**src/rtl/cv32e40p_fetch_supply_buffer_pkg.sv**
```systemverilog
// Shared types and helpers for the instruction fetch supply buffer.
// Latency: n/a (declarations only).
// Backpressure: n/a.
package cv32e40p_fetch_supply_buffer_pkg;

  // Step between consecutive sequential fetch addresses (one 32-bit word).
  localparam logic [31:0] FETCH_STRIDE = 32'd4;

  // OBI request side of the prefetcher. ISSUE and WAIT_GNT both drive a request;
  // WAIT_GNT marks a request that has already been presented and must be held.
  typedef enum logic [1:0] {
    PF_IDLE     = 2'd0,
    PF_ISSUE    = 2'd1,
    PF_WAIT_GNT = 2'd2
  } prefetch_state_e;

  // Instruction fetches are always word aligned.
  function automatic logic [31:0] word_align(input logic [31:0] addr);
    return {addr[31:2], 2'b00};
  endfunction

endpackage

```
**src/rtl/cv32e40p_fetch_supply_buffer_if.sv**
```systemverilog
// OBI instruction port bundle between the prefetcher (master) and memory (slave).
// Latency: n/a (wires only).
// Backpressure: request/address held by the master until gnt; rvalid is not backpressured.
interface cv32e40p_fetch_supply_buffer_if;

  logic        instr_req;
  logic [31:0] instr_addr;
  logic        instr_gnt;
  logic        instr_rvalid;
  logic [31:0] instr_rdata;

  modport master (
    output instr_req,
    output instr_addr,
    input  instr_gnt,
    input  instr_rvalid,
    input  instr_rdata
  );

  modport slave (
    input  instr_req,
    input  instr_addr,
    output instr_gnt,
    output instr_rvalid,
    output instr_rdata
  );

endinterface

```
**src/rtl/cv32e40p_fetch_supply_buffer_fifo.sv**
```systemverilog
// Small word FIFO holding fetched instructions, with a synchronous flush.
// Latency: a push is visible on count_o/head_data_o the following cycle.
// Backpressure: none internally; the caller must never push when full without popping.
module cv32e40p_fetch_supply_buffer_fifo #(
  parameter int unsigned DEPTH = 2,
  parameter int unsigned CNT_W = $clog2(DEPTH + 1)
) (
  input  logic             clk,
  input  logic             rst_n,
  input  logic             flush_i,
  input  logic             push_i,
  input  logic [31:0]      push_data_i,
  input  logic             pop_i,
  output logic [31:0]      head_data_o,
  output logic [CNT_W-1:0] count_o
);

  localparam int unsigned       PTR_W    = (DEPTH > 1) ? $clog2(DEPTH) : 1;
  localparam logic [PTR_W-1:0]  LAST_PTR = PTR_W'(DEPTH - 1);
  localparam logic [CNT_W-1:0]  FULL_CNT = CNT_W'(DEPTH);

  logic [31:0]      mem_q [DEPTH];
  logic [PTR_W-1:0] wr_ptr_q, wr_ptr_d;
  logic [PTR_W-1:0] rd_ptr_q, rd_ptr_d;
  logic [CNT_W-1:0] cnt_q, cnt_d;

  // Pointers wrap explicitly so non-power-of-two depths work.
  function automatic logic [PTR_W-1:0] ptr_inc(input logic [PTR_W-1:0] p);
    return (p == LAST_PTR) ? '0 : p + PTR_W'(1);
  endfunction

  // Next pointer/count; flush wins over any push or pop in the same cycle.
  always_comb begin
    wr_ptr_d = wr_ptr_q;
    rd_ptr_d = rd_ptr_q;
    cnt_d    = cnt_q;
    if (flush_i) begin
      wr_ptr_d = '0;
      rd_ptr_d = '0;
      cnt_d    = '0;
    end else begin
      if (push_i) wr_ptr_d = ptr_inc(wr_ptr_q);
      if (pop_i)  rd_ptr_d = ptr_inc(rd_ptr_q);
      cnt_d = cnt_q + CNT_W'(push_i) - CNT_W'(pop_i);
    end
  end

  // Pointer and occupancy registers.
  always_ff @(posedge clk) begin
    if (!rst_n) begin
      wr_ptr_q <= '0;
      rd_ptr_q <= '0;
      cnt_q    <= '0;
    end else begin
      wr_ptr_q <= wr_ptr_d;
      rd_ptr_q <= rd_ptr_d;
      cnt_q    <= cnt_d;
    end
  end

  // Storage needs no reset: contents are only observed when count_o is non-zero.
  always_ff @(posedge clk) begin
    if (push_i && !flush_i) mem_q[wr_ptr_q] <= push_data_i;
  end

  assign head_data_o = mem_q[rd_ptr_q];
  assign count_o     = cnt_q;

  a_no_overflow: assert property (@(posedge clk) disable iff (!rst_n)
    !(push_i && !pop_i && !flush_i && (cnt_q == FULL_CNT)));

endmodule

```
**src/rtl/cv32e40p_fetch_supply_buffer.sv**
```systemverilog
// Prefetcher: issues OBI fetches, buffers returned words, flushes and redirects on branch.
// Latency: fetch_valid_o rises one cycle after the rvalid that delivers the word.
// Backpressure: stops issuing when buffered + in-flight words reach DEPTH; IF stage pops on fetch_ready_i.
module cv32e40p_fetch_supply_buffer
  import cv32e40p_fetch_supply_buffer_pkg::*;
#(
  parameter int unsigned DEPTH      = 2,
  parameter logic [31:0] RESET_ADDR = 32'h0
) (
  input  logic        clk,
  input  logic        rst_n,
  input  logic        req_i,
  input  logic        branch_req_i,
  input  logic [31:0] branch_addr_i,
  input  logic        fetch_ready_i,
  output logic        fetch_valid_o,
  output logic [31:0] fetch_rdata_o,
  output logic        busy_o,
  cv32e40p_fetch_supply_buffer_if.master obi_m
);

  localparam int unsigned      CNT_W   = $clog2(DEPTH + 1);
  localparam int unsigned      SUM_W   = CNT_W + 2;
  localparam logic [SUM_W-1:0] DEPTH_S = SUM_W'(DEPTH);

  prefetch_state_e  state_q, state_d;
  logic [31:0]      fetch_addr_q, fetch_addr_d;
  logic [31:0]      stale_addr_q, stale_addr_d;
  logic             stale_q, stale_d;
  logic [CNT_W-1:0] outstanding_q, outstanding_d;
  logic [CNT_W-1:0] discard_q, discard_d;
  logic [SUM_W-1:0] outstanding_w, discard_w, inflight_next;
  logic [CNT_W-1:0] fifo_cnt, fifo_cnt_next;
  logic [31:0]      branch_tgt;
  logic             instr_req;
  logic             gnt_acc, rvalid_keep, rvalid_drop;
  logic             push, pop, credit;

  assign branch_tgt  = word_align(branch_addr_i);
  assign gnt_acc     = instr_req & obi_m.instr_gnt;
  // Responses belonging to flushed requests arrive first (in-order OBI), so they
  // are recognised simply by a non-zero discard count.
  assign rvalid_drop = obi_m.instr_rvalid & (discard_q != '0);
  assign rvalid_keep = obi_m.instr_rvalid & (discard_q == '0);
  assign push        = rvalid_keep & ~branch_req_i;
  assign pop         = fetch_valid_o & fetch_ready_i & ~branch_req_i;

  // Outstanding/discard bookkeeping; a branch moves every live transaction to discard.
  always_comb begin
    outstanding_w = SUM_W'(outstanding_q);
    discard_w     = SUM_W'(discard_q);
    if (branch_req_i) begin
      discard_w     = discard_w + outstanding_w + SUM_W'(gnt_acc)
                      - SUM_W'(obi_m.instr_rvalid);
      outstanding_w = '0;
    end else begin
      discard_w     = discard_w + SUM_W'(gnt_acc & stale_q) - SUM_W'(rvalid_drop);
      outstanding_w = outstanding_w + SUM_W'(gnt_acc & ~stale_q) - SUM_W'(rvalid_keep);
    end
    outstanding_d = outstanding_w[CNT_W-1:0];
    discard_d     = discard_w[CNT_W-1:0];
  end

  // Credit looks at next-cycle totals so a granted request is already counted.
  always_comb begin
    fifo_cnt_next = branch_req_i ? '0 : fifo_cnt + CNT_W'(push) - CNT_W'(pop);
    inflight_next = SUM_W'(fifo_cnt_next) + SUM_W'(outstanding_d) + SUM_W'(discard_d);
    credit        = inflight_next < DEPTH_S;
  end

  // Fetch address: a branch hitting an ungranted request is parked until that grant.
  always_comb begin
    fetch_addr_d = fetch_addr_q;
    stale_d      = stale_q;
    stale_addr_d = stale_addr_q;
    if (gnt_acc) begin
      fetch_addr_d = stale_q ? stale_addr_q : fetch_addr_q + FETCH_STRIDE;
      stale_d      = 1'b0;
    end
    if (branch_req_i) begin
      if (instr_req && !obi_m.instr_gnt) begin
        stale_d      = 1'b1;
        stale_addr_d = branch_tgt;
      end else begin
        fetch_addr_d = branch_tgt;
      end
    end
  end

  // FSM state register.
  always_ff @(posedge clk) begin
    if (!rst_n) state_q <= PF_IDLE;
    else        state_q <= state_d;
  end

  // FSM next state: an ungranted request is always held regardless of req_i/branch.
  always_comb begin
    state_d = state_q;
    case (state_q)
      PF_IDLE: begin
        if (req_i && credit) state_d = PF_ISSUE;
      end
      PF_ISSUE, PF_WAIT_GNT: begin
        if (obi_m.instr_gnt) state_d = (req_i && credit) ? PF_ISSUE : PF_IDLE;
        else                 state_d = PF_WAIT_GNT;
      end
      default: state_d = PF_IDLE;
    endcase
  end

  // FSM outputs: request while issuing or holding; address is stable until granted.
  always_comb begin
    instr_req = (state_q == PF_ISSUE) || (state_q == PF_WAIT_GNT);
  end

  // Datapath registers.
  always_ff @(posedge clk) begin
    if (!rst_n) begin
      fetch_addr_q  <= RESET_ADDR;
      stale_addr_q  <= RESET_ADDR;
      stale_q       <= 1'b0;
      outstanding_q <= '0;
      discard_q     <= '0;
    end else begin
      fetch_addr_q  <= fetch_addr_d;
      stale_addr_q  <= stale_addr_d;
      stale_q       <= stale_d;
      outstanding_q <= outstanding_d;
      discard_q     <= discard_d;
    end
  end

  cv32e40p_fetch_supply_buffer_fifo #(
    .DEPTH (DEPTH),
    .CNT_W (CNT_W)
  ) u_fifo (
    .clk         (clk),
    .rst_n       (rst_n),
    .flush_i     (branch_req_i),
    .push_i      (push),
    .push_data_i (obi_m.instr_rdata),
    .pop_i       (pop),
    .head_data_o (fetch_rdata_o),
    .count_o     (fifo_cnt)
  );

  assign fetch_valid_o    = (fifo_cnt != '0);
  assign busy_o           = (outstanding_q != '0) || instr_req;
  assign obi_m.instr_req  = instr_req;
  assign obi_m.instr_addr = fetch_addr_q;

  a_cnt_bound: assert property (@(posedge clk) disable iff (!rst_n)
    (SUM_W'(outstanding_q) + SUM_W'(discard_q) + SUM_W'(fifo_cnt)) <= DEPTH_S);

endmodule
```
**src/flat_wrapper.sv**
```systemverilog
// flat-port wrapper written by rule: the top's interface ports become plain ports
module cv32e40p_fetch_supply_buffer_flat import cv32e40p_fetch_supply_buffer_pkg::*;
#(
  parameter int unsigned DEPTH      = 2,
  parameter logic [31:0] RESET_ADDR = 32'h0
)
  (clk, rst_n, req_i, branch_req_i, branch_addr_i, fetch_ready_i, fetch_valid_o, fetch_rdata_o, busy_o, obi_m_instr_req, obi_m_instr_addr, obi_m_instr_gnt, obi_m_instr_rvalid, obi_m_instr_rdata);
  cv32e40p_fetch_supply_buffer_if obi_m_i ();
  input  logic clk;
  input  logic rst_n;
  input  logic req_i;
  input  logic branch_req_i;
  input  logic [31:0] branch_addr_i;
  input  logic fetch_ready_i;
  output logic fetch_valid_o;
  output logic [31:0] fetch_rdata_o;
  output logic busy_o;
  output wire logic [$bits(obi_m_i.instr_req)-1:0] obi_m_instr_req;
  output wire logic [$bits(obi_m_i.instr_addr)-1:0] obi_m_instr_addr;
  input wire logic [$bits(obi_m_i.instr_gnt)-1:0] obi_m_instr_gnt;
  input wire logic [$bits(obi_m_i.instr_rvalid)-1:0] obi_m_instr_rvalid;
  input wire logic [$bits(obi_m_i.instr_rdata)-1:0] obi_m_instr_rdata;
  assign obi_m_instr_req = obi_m_i.instr_req;
  assign obi_m_instr_addr = obi_m_i.instr_addr;
  assign obi_m_i.instr_gnt = obi_m_instr_gnt;
  assign obi_m_i.instr_rvalid = obi_m_instr_rvalid;
  assign obi_m_i.instr_rdata = obi_m_instr_rdata;
  cv32e40p_fetch_supply_buffer #(.DEPTH(DEPTH), .RESET_ADDR(RESET_ADDR)) u_core (.clk(clk), .rst_n(rst_n), .req_i(req_i), .branch_req_i(branch_req_i), .branch_addr_i(branch_addr_i), .fetch_ready_i(fetch_ready_i), .fetch_valid_o(fetch_valid_o), .fetch_rdata_o(fetch_rdata_o), .busy_o(busy_o), .obi_m(obi_m_i));
endmodule
```
**config.mk**
```make
export PLATFORM = sky130hd
export DESIGN_NAME = cv32e40p_fetch_supply_buffer_flat
export DESIGN_NICKNAME = d
export VERILOG_FILES = /design/src/rtl/cv32e40p_fetch_supply_buffer_pkg.sv /design/src/rtl/cv32e40p_fetch_supply_buffer_if.sv /design/src/rtl/cv32e40p_fetch_supply_buffer_fifo.sv /design/src/rtl/cv32e40p_fetch_supply_buffer.sv /design/src/flat_wrapper.sv
export SDC_FILE = /design/constraint.sdc
export NUM_CORES = 1
export LEC_CHECK = 0
export BUFFER_PORTS_ARGS = -buffer_cell sky130_fd_sc_hd__buf_2
export CORE_MARGIN = 4
export CORE_UTILIZATION = 45
export DETAILED_ROUTE_END_ITERATION = 16
export PLACE_DENSITY = 0.68
export SLEW_MARGIN = 25
export SYNTH_ARGS = -nofsm -noshare
export SYNTH_HDL_FRONTEND = slang
export SYNTH_SLANG_ARGS = --single-unit
```
**constraint.sdc**
```tcl
create_clock -name clk -period 11.25 [get_ports clk]
set_input_delay 3.375 -clock clk [delete_from_list [all_inputs] [get_ports clk]]
set_output_delay 3.375 -clock clk [all_outputs]
set_load 0.03 [all_outputs]
```
==> results.md, run 1 <==
Critical path:
- Of all nets on the critical path, the largest fanout is 17.
- The gate family responsible for the most delay along the worst path is simple AND/OR/NAND/NOR gates.
- Traced cell by cell, the critical path runs through buf_2, and2_1, inv_1, nor2_2, ha_1, nor2b_1, ha_1, fa_1, fa_1, or4b_2, o31ai_1, o211ai_1, a21oi_1.
- The sum of buffers and inverters on the critical path is 2.
- The master of the slowest instance on the critical path is sky130_fd_sc_hd__or4b_2.
- The endpoint kind of the worst setup timing path is a flop.
- The startpoint type of the worst setup path is a primary input.
- The kind of critical path is primary input to flop.
- STA puts the critical path data required time at 11.60 ns.
- The largest stage delay on the critical path is about 0.65 ns.
- STA puts the critical path data arrival time at a little under 8 ns.

STA:
- Setup repair after global routing left no endpoint under its margin.
- The count of endpoints failing hold in the final timing report is 0.
- The final-report max-slew violation count is 0.
- The summed negative setup slack over all endpoints is 0 ns.
- Setup slack closes at approximately 3.9 ns.
- Headroom to the max-slew limit came out at 0.2969.
- At the pin with the least slew margin, the transition time is 1.055 ns.
- The final critical delay including setup and external delays is 7.359 ns.
- Between clock sinks in the finished design, the worst skew comes to 0.01277 ns.
- The tightest hold margin is about 0.45 ns.
- Based on the critical path, the design can be clocked at up to 135.9 MHz.
- The final critical-path share of the clock period is 0.6542.
- The final number of setup-violating endpoints is 0.

Routing:
- The first-iteration detailed-routing DRC count is about 420.
- The mean routed wirelength per cell is 17.33 um.
- The total wire length is 16,320 um.
- The number of search-and-repair iterations in the first detailed-routing pass is 5.
- After detailed routing, the number of vias per cell comes to ~5.7.
- Across all layers, the routed design uses 5,357 vias.
- The remaining design rule violation count is 0.
- The count of nets left with antenna violations once routing finished came out at 0.

Outcome:
- The flow ran to the end, and the final reports show no timing, DRC or antenna violations.

Power:
- In this run the static leakage power is slightly below 3 nW.
- VDD sags by at most ~110 uV.
- The power after layout is between 1.5 and 2 mW.
- In this run the power density over the cells is 202.1 nW/um^2.

Logic synthesis:
- The gate count of the mapped netlist is 629.
- The count of warnings emitted by yosys is 0.
- The portion of netlist area occupied by mux cells is 0.06199.
- Of the total synthesized cell area, the portion taken by XOR and XNOR cells is 0.02163.
- The complex-gate fraction of the synthesized area is 0.1555.
- The count of distinct cell types in the synthesized netlist is 67.
- In the synthesized netlist the async set-or-reset flop fraction comes to 0.
- Averaged over all synthesized cells, the footprint is 10.30 um^2.
- The commonest register cell after synthesis is sky130_fd_sc_hd__dfxtp_1.
- Of the total synthesized cell area, the portion taken by full adders, half adders and majority gates is 0.03244.
- The net count of the mapped netlist is 715.
- In this run, synthesis inferred 64 flip-flops with an integrated enable.
- The synthesized netlist occupies a cell area of 6479 um^2.
- Of the total synthesized cell area, the portion taken by AND, OR, NAND and NOR gates is 0.1591.
- The combinational family with the most area after synthesis is simple AND/OR/NAND/NOR gates.
- Of the synthesized area, sequential elements account for 0.5253.
- The total of flip-flops plus latches after synthesis is 138.

Final layout:
- At the end of the flow the core is filled with cells to 0.5631.
- The final layout net count is 835.
- The number of standard cells in the final layout excluding fillers is 942.
- The synthesis-to-finish area growth is 21.57%.
- The proportion of layout cells with a drive suffix above 1 is 0.2992.
- With fillers left out, the area of the finished cells amounts to 7876 um^2.
- The number of diodes added for antenna fixing is 0.

CTS:
- The clock latency at the later pin of the worst-skew pair is 0.42 ns.
- The clock tree synthesis step divided the H-tree into 4 levels.
- For this design, the CTS-stage hold fixing added 0 buffers.
- After clock tree synthesis, the setup repair step added 0 buffers.
- The TritonCTS buffer count is 17.
- The deepest clock path buffer count is 2.
- TritonCTS built the clock tree.
- Clock-pin slew was measured on the worst setup and hold paths at ~0.060 ns.
- The number of gates resized after cts is 0.
- CTS placed an instance of sky130_fd_sc_hd__clkbuf_16 at the clock tree root.
- The number of clock sinks seen by CTS is between 100 and 150.

Placed design:
- The final estimated routing congestion in global placement is approximately 0.8.
- The post-place setup slack is 3.168 ns.
- The total cell area at the placement stage is 7224 um^2.
- The number of placed instances, taps included, is 910.
- The sum of net half-perimeters after detailed placement is 10,860 um.
- The number of input and output port buffers inserted is about 140.

Global routing:
- The maximum number of pins on one net before global-route repair is 35.
- The global-route total usage across every layer is 0.1989.
- The global-route met1 utilization is 0.2578.
- The first global-routing pass estimated 25,790 um of wire.
- The peak-usage layer in the global routing report is met2.
- For met2 alone, demand over resource in global routing was 0.3247.
- The total global routing overflow is 0.
- The number of antenna violations at the first check in global routing is 0.
- The number of global-route vias before repair is about 5,200.
- For this run, global-route usage on met3 was measured as 0.05125.

Floorplan:
- The number of ports placed on the die boundary is between 100 and 150.
- Row generation in the floorplan step produced 43 rows.
- The die covers 16,380 um^2.
- The area inside the core boundary is 13,990 um^2.
- The vertical die dimension is approximately 130 um.
- The initial utilization of the core area, before any placement, comes to 0.4631.
- From left edge to right edge, the die measures 128.0 um.

Flow run:
- The tool flagged a number of max-cap violations equal to 0.

Worst hold path:
- In this run the worst hold path is classified as flop to flop.
==> metal layers <==
layer	wire, um	part of all wire
met5	0	0
met4	267	0.016
met3	1044	0.064
met2	7871	0.48
met1	7139	0.44
==> cells by family (layout without fill, tap and decap cells) <==
| logic type | Yosys count | count (layout) |
|---|---|---|
| flip-flops | 138 | 138 |
| AO/OA/AOI/OAI | 162 | 162 |
| adder cells (fa/ha/maj) | 15 | 15 |
| AND/OR/NAND/NOR | 203 | 203 |
| multiplexers | 36 | 36 |
| buffers and inverters | 59 | 192 |
| XOR/XNOR | 16 | 16 |
==> cell type report <==
cell class	count	area, um^2
Sequential cell	138	3403
Multi-Input combinational cell	432	2803
Tap cell	180	225.2
Clock inverter	13	216.5
Clock buffer	19	432.9
Timing Repair Buffer	142	728.2
Fill cell	1230	6112
Inverter	18	67.56
==> synthesized netlist by cell type, drive strengths merged, types with 2 or more instances <==
cell | n | area share
nand2 | 96 | 0.056
dfxtp | 74 | 0.23
a21oi | 64 | 0.049
edfxtp | 64 | 0.30
o21ai | 41 | 0.032
mux2 | 33 | 0.057
clkbuf | 30 | 0.022
nor2 | 25 | 0.014
inv | 16 | 0.0093
a221oi | 14 | 0.019
nor4 | 14 | 0.016
ha | 12 | 0.023
buf | 11 | 0.012
nand4 | 10 | 0.011
and2 | 9 | 0.0087
o31a | 9 | 0.013
nand3 | 8 | 0.0097
xnor2 | 8 | 0.011
xor2 | 8 | 0.011
nor3 | 7 | 0.0062
nand2b | 6 | 0.0058
and4 | 5 | 0.0068
nor2b | 5 | 0.0048
o211ai | 5 | 0.0058
or3 | 5 | 0.0048
a211oi | 4 | 0.0054
a21o | 3 | 0.0037
a31oi | 3 | 0.0029
and3 | 3 | 0.0031
fa | 3 | 0.0093
mux2i | 3 | 0.0046
nor3b | 3 | 0.0035
o21a | 3 | 0.0035
clkinv | 2 | 0.0012
o221ai | 2 | 0.0027
o22ai | 2 | 0.0019
o31ai | 2 | 0.0023
or4 | 2 | 0.0029
==> where the power goes <==
group	internal (mW)	total, mW	switching (mW)
Combinational	0.131	0.364	0.233
Clock	0.395	0.611	0.216
Sequential	0.576	0.617	0.0417
Total	1.10	1.59	0.490
==> state kept, by name (all words and copies together), names as in the netlist, named ones only <==
name and count:
u_core.u_fifo.mem_q 64, u_core.u_fifo.count_o 2, u_core.state_q 2, u_core.u_fifo.rd_ptr_q 1
u_core.obi_m.instr_addr 32, u_core.outstanding_q 2, u_core.stale_addr_q 30, u_core.discard_q 2
u_core.u_fifo.wr_ptr_q 1
==> final timing paths <==
kind	startpoint	endpoint	slack [ns]	cells after the start
hold / removal	u_core.stale_addr_q[3]$_SDFFE_PN0P_	u_core.stale_addr_q[3]$_SDFFE_PN0P_	0.45	2
setup reg to reg	u_core.state_q[0]$_SDFFE_PN0P_	u_core.state_q[0]$_SDFFE_PN0P_	6.05	14
hold reg to reg	u_core.stale_addr_q[3]$_SDFFE_PN0P_	u_core.stale_addr_q[3]$_SDFFE_PN0P_	0.45	2
setup / recovery	obi_m_instr_gnt	u_core.state_q[0]$_SDFFE_PN0P_	3.89	13
==> cells in the final DEF (no fill, tap or decap), types with 3 or more instances in the layout <==
| cell type | synthesis | final |
|---|---|---|
| sky130_fd_sc_hd__nor2b_1 | 5 | 5 |
| sky130_fd_sc_hd__nor3b_1 | 3 | 3 |
| sky130_fd_sc_hd__buf_4 | 0 | 7 |
| sky130_fd_sc_hd__inv_1 | 16 | 16 |
| sky130_fd_sc_hd__a211oi_1 | 3 | 3 |
| sky130_fd_sc_hd__and4_1 | 5 | 5 |
| sky130_fd_sc_hd__a31oi_1 | 3 | 3 |
| sky130_fd_sc_hd__nand4_1 | 9 | 9 |
| sky130_fd_sc_hd__nand3_1 | 5 | 5 |
| sky130_fd_sc_hd__dfxtp_1 | 74 | 74 |
| sky130_fd_sc_hd__nand2_1 | 96 | 94 |
| sky130_fd_sc_hd__o21a_1 | 3 | 3 |
| sky130_fd_sc_hd__nor3_1 | 6 | 6 |
| sky130_fd_sc_hd__and2_1 | 9 | 9 |
| sky130_fd_sc_hd__xor2_1 | 8 | 8 |
| sky130_fd_sc_hd__o31a_2 | 4 | 4 |
| sky130_fd_sc_hd__edfxtp_1 | 64 | 64 |
| sky130_fd_sc_hd__ha_1 | 12 | 12 |
| sky130_fd_sc_hd__a221oi_1 | 14 | 14 |
| sky130_fd_sc_hd__mux2_2 | 33 | 33 |
| sky130_fd_sc_hd__clkbuf_16 | 0 | 17 |
| sky130_fd_sc_hd__mux2i_1 | 3 | 3 |
| sky130_fd_sc_hd__o31a_1 | 5 | 5 |
| sky130_fd_sc_hd__clkinv_4 | 0 | 3 |
| sky130_fd_sc_hd__nor4_1 | 13 | 13 |
| sky130_fd_sc_hd__fa_1 | 3 | 3 |
| sky130_fd_sc_hd__clkinvlp_4 | 0 | 3 |
| sky130_fd_sc_hd__buf_2 | 3 | 135 |
| sky130_fd_sc_hd__a21oi_1 | 64 | 64 |
| sky130_fd_sc_hd__nor2_2 | 0 | 3 |
| sky130_fd_sc_hd__nor2_1 | 25 | 22 |
| sky130_fd_sc_hd__nand2b_1 | 6 | 6 |
| sky130_fd_sc_hd__or3_1 | 5 | 5 |
| sky130_fd_sc_hd__xnor2_1 | 8 | 8 |
| sky130_fd_sc_hd__o211ai_1 | 5 | 5 |
| sky130_fd_sc_hd__o21ai_0 | 40 | 40 |
| sky130_fd_sc_hd__bufinv_16 | 0 | 5 |
==> tightest hold or removal path: stages (launching register included) <==
cell                      delay [ns]
sky130_fd_sc_hd__dfxtp_1        0.31
sky130_fd_sc_hd__nand2_1        0.05
sky130_fd_sc_hd__a21oi_1        0.05
Power figures use the tool's default switching activity.
==> run 2: changes to the inputs <==
--- a/config.mk
+++ b/config.mk
@@ -5,6 +5,7 @@
 export SDC_FILE = /design/constraint.sdc
 export NUM_CORES = 1
 export LEC_CHECK = 0
+export ABC_AREA = 1
 export BUFFER_PORTS_ARGS = -buffer_cell sky130_fd_sc_hd__buf_2
 export CORE_MARGIN = 4
 export CORE_UTILIZATION = 45
==> constraint.sdc (replaced) <==
create_clock -name clk -period 7.5 [get_ports clk]
set_input_delay 2.25 -clock clk [delete_from_list [all_inputs] [get_ports clk]]
set_output_delay 2.25 -clock clk [all_outputs]
set_load 0.03 [all_outputs]
==> results.md, run 2 <==
Critical path:
- The gate family responsible for the most delay along the worst path is adder cells (was simple AND/OR/NAND/NOR gates).
- The worst-path maximum fanout was 4 (was 17).
- The data required time of the critical path is 7.84 ns (was 11.60 ns).
- The startpoint type of the worst setup path was a primary input (unchanged).
- The arrival time of data at the critical path endpoint is 5.51 ns (was 7.71 ns).
- The endpoint kind of the worst setup timing path is a flop (unchanged).
- The kind of critical path is primary input to flop (unchanged).
- Cell-by-cell listing of the critical path: buf_2, inv_1, nor3_1, nand2_1, ha_1, inv_1, ha_1, inv_1, nor2_1, ha_1, fa_1, fa_1, inv_1, nor2_1, nor3b_1, nand2_1, nand2_1, nand2_1, a21oi_1 (was buf_2, and2_1, inv_1, nor2_2, ha_1, nor2b_1, ha_1, fa_1, fa_1, or4b_2, o31ai_1, o211ai_1, a21oi_1).
- The master of the slowest instance on the critical path was sky130_fd_sc_hd__fa_1 (was sky130_fd_sc_hd__or4b_2).
- The largest stage delay on the critical path came to 0.54 ns (was 0.65 ns).
- The sum of buffers and inverters on the critical path is 5 (was 2).

Logic synthesis:
- The adder-cell area share of the yosys netlist was 0.03233 (was 0.03244).
- The net count of the mapped netlist came to 810 (was 715).
- The total of flip-flops plus latches after synthesis came to 138 (unchanged).
- The commonest register cell after synthesis is sky130_fd_sc_hd__dfxtp_1 (unchanged).
- The count of warnings emitted by yosys is 0 (unchanged).
- The average instance area after synthesis is 8.980 um^2 (was 10.30 um^2).
- Top post-synthesis cells by count: 134 x sky130_fd_sc_hd__nand2_1, 122 x sky130_fd_sc_hd__nor2_1, 74 x sky130_fd_sc_hd__dfxtp_1 (was 96 x sky130_fd_sc_hd__nand2_1, 74 x sky130_fd_sc_hd__dfxtp_1, 64 x sky130_fd_sc_hd__a21oi_1, 64 x sky130_fd_sc_hd__edfxtp_1, 40 x sky130_fd_sc_hd__o21ai_0).
- The largest area contributor in the netlist is sky130_fd_sc_hd__edfxtp_1 (unchanged).
- The synthesized area is 6501 um^2 (was 6479 um^2).
- The count of distinct cell types in the synthesized netlist is 36 (was 67).
- Largest cells by area after synthesis: sky130_fd_sc_hd__edfxtp_1 30%, sky130_fd_sc_hd__dfxtp_1 23%, sky130_fd_sc_hd__nand2_1 7.7% (was sky130_fd_sc_hd__edfxtp_1 30%, sky130_fd_sc_hd__dfxtp_1 23%, sky130_fd_sc_hd__mux2_2 5.7%).
- The top cell type's share of synthesized area is 0.2956 (was 0.2966).
- The number of flops mapped to enable cells by yosys came to 64 (unchanged).
- The simple-gate area share of the yosys netlist is 0.1930 (was 0.1591).
- The portion of the post-synthesis area used by sequential elements is 0.5235 (was 0.5253).
- The most repeated cell in the gate-level netlist after synthesis is sky130_fd_sc_hd__nand2_1 (unchanged).
- The gate count of the mapped netlist came to 724 (was 629).
- The async set-or-reset flop fraction in the synthesized netlist came to 0 (unchanged).
- The portion of netlist area occupied by mux cells is 0.05543 (was 0.06199).
- The xor and xnor fraction of the mapped netlist area is 0.02290 (was 0.02163).
- The complex-gate fraction of the synthesized area is 0.1212 (was 0.1555).
- The combinational family with the most area after synthesis is simple AND/OR/NAND/NOR gates (unchanged).

Placed design:
- The cell count after placement is 1,014 (was 910).
- The sum of net half-perimeters after detailed placement was 10,960 um (was 10,860 um).
- The total cell area at the placement stage is 7327 um^2 (was 7224 um^2).
- The number of input and output port buffers inserted is 135 (unchanged).
- The post-place setup slack is 1.884 ns (was 3.168 ns).
- The final estimated routing congestion in global placement came to 0.8945 (was 0.7892).

Final layout:
- The number of fill cells in the layout is 1,312 (was 1,230).
- The synthesis-to-finish area growth was 21.21% (was 21.57%).
- The register with the most flip-flops is u_core.u_fifo.mem_q (unchanged).
- The most common library cell in the layout ignoring fill and taps is sky130_fd_sc_hd__buf_2 (unchanged).
- The final design utilization is 0.5633 (was 0.5631).
- The number of diodes added for antenna fixing came to 0 (unchanged).
- The total area of sequential cells is 3403 um^2 (unchanged).
- The proportion of layout cells with a drive suffix above 1 is 0.2598 (was 0.2992).
- Most frequent cells in the layout: 135 x sky130_fd_sc_hd__buf_2, 134 x sky130_fd_sc_hd__nand2_1, 117 x sky130_fd_sc_hd__nor2_1, 74 x sky130_fd_sc_hd__dfxtp_1, 64 x sky130_fd_sc_hd__edfxtp_1 (was 135 x sky130_fd_sc_hd__buf_2, 94 x sky130_fd_sc_hd__nand2_1, 74 x sky130_fd_sc_hd__dfxtp_1, 64 x sky130_fd_sc_hd__a21oi_1, 64 x sky130_fd_sc_hd__edfxtp_1).
- The final instance area is 7880 um^2 (was 7876 um^2).
- The final layout net count is 939 (was 835).
- The multi-input logic area is 2775 um^2 (was 2803 um^2).
- The number of standard cells in the final layout excluding fillers came to 1,046 (was 942).
- The flip-flop count of the largest register after layout is 64 (unchanged).

Global routing:
- The number of antenna violations at the first check in global routing came to 0 (unchanged).
- The number of global-route vias before repair is 5,257 (was 5,208).
- The first-pass GRT wire length is 26,090 um (was 25,790 um).
- The total global routing overflow is 0 (unchanged).
- The global-route total usage across every layer is 0.1987 (was 0.1989).
- The maximum number of pins on one net before global-route repair is 64 (was 35).

CTS:
- The number of gates resized after cts is 0 (unchanged).
- The clock tree from TritonCTS is yes (unchanged).
- The clock transition at the registers of the reported paths is 0.06 ns (about the same).
- The number of clock sinks seen by CTS is 138 (unchanged).
- The post-CTS setup-driven buffer insertion count is 0 (unchanged).
- The TritonCTS buffer count is 17 (unchanged).
- The depth of the CTS H-tree is 4 (unchanged).
- The buffer cell driving the clock tree root is sky130_fd_sc_hd__clkbuf_16 (unchanged).
- The clock latency at the later pin of the worst-skew pair is 0.42 ns (about the same).
- The number of hold buffers added after CTS is 0 (unchanged).
- The deepest clock path buffer count came to 2 (unchanged).

Routing:
- The mean number of vias per cell is 5.154 (was 5.687).
- The number of search-and-repair iterations in the first detailed-routing pass is 5 (unchanged).
- The mean routed wirelength per cell was 15.24 um (was 17.33 um).
- The total via count in the routed design was 5,391 (was 5,357).
- The first-iteration detailed-routing DRC count came to 362 (was 419).
- The remaining design rule violation count is 0 (unchanged).
- The antenna violation net count after detailed routing is 0 (unchanged).
- The total wire length was 15,940 um (was 16,320 um).

Floorplan:
- The full die area is 16,430 um^2 (was 16,380 um^2).
- The number of ports placed on the die boundary came to 138 (unchanged).
- The vertical die dimension is 128.2 um (was 128.0 um).
- The total number of placement rows is 43 (unchanged).
- The die boundary width is 128.2 um (was 128.0 um).
- The area inside the core boundary is 13,990 um^2 (unchanged).
- The initial cell density of the core is 0.4648 (was 0.4631).

STA:
- Unrepaired setup endpoints after global routing: false (unchanged).
- The final-report max-slew violation count came to 0 (unchanged).
- The post-route clock skew is 0.008035 ns (was 0.01277 ns).
- Of the available clock period, the critical path in the final layout requires 0.6892.
- The final critical delay including setup and external delays is 5.169 ns.
- Derived from the worst setup path, the maximum achievable clock frequency is 193.5 MHz.
- The count of endpoints failing hold in the final timing report is 0 (unchanged).
- The summed negative setup slack over all endpoints is 0 ns (unchanged).
- The worst-case setup margin in the final layout is 2.331 ns (was 3.891 ns).
- The final number of setup-violating endpoints is 0 (unchanged).
- The relative slew slack was 0.3435 (was 0.2969).
- The tightest hold margin is 0.4447 ns (was 0.4537 ns).
- The transition at the pin with the smallest max-transition slack is 0.9837 ns (was 1.055 ns).

Power:
- The power density over cell area is 286.7 nW/um^2 (was 202.1 nW/um^2).
- The power after layout is 2.259 mW (was 1.592 mW).
- The worst voltage drop across the vdd grid is 124.2 uV (was 109.0 uV).
- The static power due to leakage is 3.194 nW (was 2.970 nW).

Outcome:
- Run status: complete, no violations (unchanged).

Worst hold path:
- The worst min-delay path class is flop to flop (unchanged).

Flow run:
- The max-cap violation count was 0 (unchanged).
==> run 2: cell types whose count changed after synthesis, sizes merged, moves of 15 or more <==
cell / change
nand2: +43
a21oi: -30
nand3: +15
o21ai: +22
inv: +34
nor2: +107
==> run 2: logic make-up after synthesis <==
group,count (synthesis)
XOR/XNOR,17
adder cells (fa/ha/maj),15
buffers and inverters,83
AO/OA/AOI/OAI,133
flip-flops,138
AND/OR/NAND/NOR,306
multiplexers,32
==> run 2: routing by layer <==
layer,vias to the layer above,share of wire,track usage
li1,2724,-,-
met1,2477,0.46,0.2603
met2,168,0.46,0.3215
met3,22,0.061,0.04625
met4,0,0.018,0.07241
met5,-,0,0
==> run 2: worst paths after layout <==
check | endpoint | from | cells past startpoint | slack, ns
worst max register to register | u_core.state_q[1]$_SDFFE_PN0P_ | u_core.state_q[0]$_SDFFE_PN0P_ | 18 | 3.80
worst max-delay path | u_core.state_q[1]$_SDFFE_PN0P_ | obi_m_instr_rvalid | 19 | 2.33
worst min register to register | u_core.obi_m.instr_addr[1]$_SDFF_PN0_ | u_core.obi_m.instr_addr[1]$_SDFF_PN0_ | 2 | 0.44
worst min-delay path | u_core.obi_m.instr_addr[1]$_SDFF_PN0_ | u_core.obi_m.instr_addr[1]$_SDFF_PN0_ | 2 | 0.44
==> run 2: report_power, final <==
part	internal, mW	leakage [nW]	switching, mW	total [mW]
registers	0.867	1.19	0.0630	0.931
clock network	0.456	0.264	0.326	0.783
logic	0.182	1.74	0.364	0.546
==> run 2: final cells by class <==
| class | count | share of cell area |
|---|---|---|
| clock buffers | 18 | 0.05446 |
| clock inverters | 14 | 0.01572 |
| inverters | 50 | 0.02382 |
| multi-input cells | 503 | 0.3522 |
| flip-flops and latches | 138 | 0.4319 |
| well taps | 180 | 0.02858 |
| repair buffers | 143 | 0.09336 |
==> run 2: worst min-delay path, stage by stage (launching register included) <==
cell                      delay (ns)
sky130_fd_sc_hd__dfxtp_1        0.31
sky130_fd_sc_hd__nand2_1        0.05
sky130_fd_sc_hd__nor3_1         0.04
==> run 3: changes to the inputs <==
==> constraint.sdc (replaced) <==
create_clock -name clk -period 4.9 [get_ports clk]
set_input_delay 1.47 -clock clk [delete_from_list [all_inputs] [get_ports clk]]
set_output_delay 1.47 -clock clk [all_outputs]
set_load 0.03 [all_outputs]
==> results.md, run 3 (synthesis results as in run 2) <==
Outcome:
- Run status: complete, no violations (unchanged).

Floorplan:
- The full die area came to 16,430 um^2 (unchanged).
- The number of ports placed on the die boundary is 138 (unchanged).
- The total number of placement rows is 43 (unchanged).
- The area inside the core boundary is 13,990 um^2 (unchanged).
- The vertical die dimension came to 128.2 um (unchanged).
- The initial cell density of the core is 0.4648 (unchanged).
- The die boundary width is 128.2 um (unchanged).

Critical path:
- Cell-by-cell listing of the critical path: buf_2, inv_1, nor3_1, nand2_1, ha_1, inv_1, ha_1, inv_1, nor2_1, ha_1, fa_1, fa_1, inv_1, nor2_1, nor3b_1, nand2_1, nand2_1, nand2_1, a21oi_1 (unchanged).
- The register-to-register path setup slack is 1.31 ns (was 3.80 ns).
- The worst flop-to-flop path startpoint is u_core.discard_q[1]$_SDFF_PN0_ (was u_core.state_q[0]$_SDFFE_PN0P_).
- The endpoint kind of the worst setup timing path was a flop (unchanged).
- The data required time of the critical path is 5.24 ns (was 7.84 ns).
- The arrival time of data at the critical path endpoint is 4.70 ns (was 5.51 ns).
- The kind of critical path is primary input to flop (unchanged).
- The gate family responsible for the most delay along the worst path is adder cells (unchanged).
- The number of cells on the worst reg-to-reg path is 17 (was 18).
- The startpoint type of the worst setup path is a primary input (unchanged).
- The master of the slowest instance on the critical path is sky130_fd_sc_hd__fa_1 (unchanged).
- The sum of buffers and inverters on the critical path was 5 (unchanged).
- The reg-to-reg endpoint is u_core.state_q[1]$_SDFFE_PN0P_ (unchanged).
- The largest stage delay on the critical path is 0.54 ns (about the same).
- The worst-path maximum fanout is 4 (unchanged).

Flow run:
- The max-cap violation count is 0 (unchanged).

CTS:
- The deepest clock path buffer count is 2 (unchanged).
- The clock tree from TritonCTS is yes (unchanged).
- The TritonCTS buffer count was 17 (unchanged).
- The clock transition at the registers of the reported paths came to 0.05 ns (was 0.06 ns).
- The number of gates resized after cts is 0 (unchanged).
- The number of clock sinks seen by CTS is 138 (unchanged).
- The number of hold buffers added after CTS is 0 (unchanged).
- The post-CTS setup-driven buffer insertion count was 0 (unchanged).
- The buffer cell driving the clock tree root is sky130_fd_sc_hd__clkbuf_16 (unchanged).
- The clock latency at the later pin of the worst-skew pair was 0.42 ns (about the same).
- The depth of the CTS H-tree is 4 (unchanged).

Worst hold path:
- The launch point of the worst hold path is u_core.obi_m.instr_addr[0]$_SDFF_PN0_ (was u_core.obi_m.instr_addr[1]$_SDFF_PN0_).
- The end point of the worst hold path is u_core.obi_m.instr_addr[0]$_SDFF_PN0_ (was u_core.obi_m.instr_addr[1]$_SDFF_PN0_).
- The worst min-delay path class was flop to flop (unchanged).
- The number of instances on the worst hold path is 2 (unchanged).

Placed design:
- The post-place setup slack came to 0.1506 ns (was 1.884 ns).
- The total cell area at the placement stage is 7335 um^2 (was 7327 um^2).
- The number of input and output port buffers inserted is 135 (unchanged).
- The final estimated routing congestion in global placement is 0.9024 (was 0.8945).
- The sum of net half-perimeters after detailed placement is 11,000 um (was 10,960 um).

Routing:
- The mean number of vias per cell came to 5.146 (was 5.154).
- The number of search-and-repair iterations in the first detailed-routing pass is 5 (unchanged).
- The total via count in the routed design was 5,388 (was 5,391).
- The first-iteration detailed-routing DRC count is 293 (was 362).
- The mean routed wirelength per cell is 15.51 um (was 15.24 um).
- The total wire length is 16,240 um (was 15,940 um).
- The remaining design rule violation count is 0 (unchanged).
- The antenna violation net count after detailed routing is 0 (unchanged).

STA:
- The final-report max-slew violation count is 0 (unchanged).
- The tightest hold margin is 0.4397 ns (was 0.4447 ns).
- The count of endpoints failing hold in the final timing report is 0 (unchanged).
- The worst path in the final design needs a cycle of 4.361 ns, including I/O delays and setup.
- The worst-case setup margin in the final layout is 0.5385 ns (was 2.331 ns).
- The final critical-path share of the clock period is 0.8901.
- The final number of setup-violating endpoints is 0 (unchanged).
- The relative slew slack came to 0.3124 (was 0.3435).
- The post-route clock skew is 0.01519 ns (was 0.008035 ns).
- The transition at the pin with the smallest max-transition slack is 1.030 ns (was 0.9837 ns).
- Derived from the worst setup path, the maximum achievable clock frequency is 229.3 MHz.
- Unrepaired setup endpoints after global routing: false (unchanged).
- The summed negative setup slack over all endpoints is 0 ns (unchanged).

Final layout:
- Most frequent cells in the layout: 135 x sky130_fd_sc_hd__buf_2, 134 x sky130_fd_sc_hd__nand2_1, 117 x sky130_fd_sc_hd__nor2_1, 74 x sky130_fd_sc_hd__dfxtp_1, 64 x sky130_fd_sc_hd__edfxtp_1 (unchanged).
- The final instance area is 7943 um^2 (was 7880 um^2).
- The most common library cell in the layout ignoring fill and taps is sky130_fd_sc_hd__buf_2 (unchanged).
- The proportion of layout cells with a drive suffix above 1 is 0.2610 (was 0.2598).
- The final layout net count is 940 (was 939).
- The number of fill cells in the layout came to 1,283 (was 1,312).
- The synthesis-to-finish area growth is 22.17% (was 21.21%).
- The flip-flop count of the largest register after layout is 64 (unchanged).
- The register with the most flip-flops is u_core.u_fifo.mem_q (unchanged).

Global routing:
- The first-pass GRT wire length is 26,240 um (was 26,090 um).
- The number of antenna violations at the first check in global routing is 1 (was 0).
- The total global routing overflow is 0 (unchanged).
- The global-route total usage across every layer is 0.2004 (was 0.1987).
- The maximum number of pins on one net before global-route repair is 64 (unchanged).
- The number of global-route vias before repair came to 5,279 (was 5,257).

Power:
- The power density over cell area is 450.0 nW/um^2 (was 286.7 nW/um^2).
- The static power due to leakage is 3.228 nW (was 3.194 nW).
- The power after layout is 3.574 mW (was 2.259 mW).
- The worst voltage drop across the vdd grid was 215.0 uV (was 124.2 uV).
## run 3: cell count changes in the layout (fill, tap and decap cells not counted), sizes merged
cell,previous run,this run
clkinvlp,3,2
clkinv,9,8
clkbuf,18,17
diode,0,1
buf,143,144
bufinv,1,4
inv,51,50
## run 3: cell type report
type / count / area, um^2 / share of cell area
Sequential cell: 138 / 3403 / 0.4285
Multi-Input combinational cell: 503 / 2775 / 0.3494
Timing Repair Buffer: 144 / 743.2 / 0.09357
Clock buffer: 17 / 425.4 / 0.05356
Tap cell: 180 / 225.2 / 0.02836
Inverter: 50 / 187.7 / 0.02363
Clock inverter: 14 / 180.2 / 0.02268
Antenna cell: 1 / 2.502 / 0.0003151
## run 3: how the worst max path moves through the flow
stage	start	endpoint	slack, ns	cells after the start
5_1_grt	obi_m_instr_rvalid	u_core.state_q[1]$_SDFFE_PN0P_	0.27	19
3_3_place_gp	obi_m_instr_rvalid	u_core.state_q[1]$_SDFFE_PN0P_	0.21	19
4_1_cts	obi_m_instr_rvalid	u_core.state_q[1]$_SDFFE_PN0P_	0.54	19
2_1_floorplan	obi_m_instr_rvalid	u_core.state_q[1]$_SDFFE_PN0P_	0.58	18
3_5_place_dp	obi_m_instr_rvalid	u_core.state_q[1]$_SDFFE_PN0P_	0.15	19
6_report	obi_m_instr_rvalid	u_core.state_q[1]$_SDFFE_PN0P_	0.54	19
## run 3: power by group
part / internal, mW / leakage, nW / switching (mW)
clock network: 0.841 / 0.293 / 0.474
logic: 0.276 / 1.75 / 0.556
registers: 1.33 / 1.19 / 0.0984
total: 2.45 / 3.23 / 1.13
## run 3: worst min-delay path, delay by kind of cell, from the launching register on
family	cells	cell delay, ns
DFF	1	0.31
and+or+nand+nor	2	0.09
## run 3: stage by stage
stage	std cells	util
floorplan	724	-
global placement	1015	0.5243
detailed placement	1015	0.5243
CTS	1046	0.5676
global route	1047	0.5678
finish	1047	0.5678
## run 3: layer usage
layer | GRT usage | vias up | routed length [um]
li1 | - | 2724 | -
met3 | 0.04792 | 15 | 1217
met1 | 0.2641 | 2474 | 7366
met5 | 0 | - | 0
met2 | 0.3196 | 175 | 7447
met4 | 0.07678 | 0 | 211
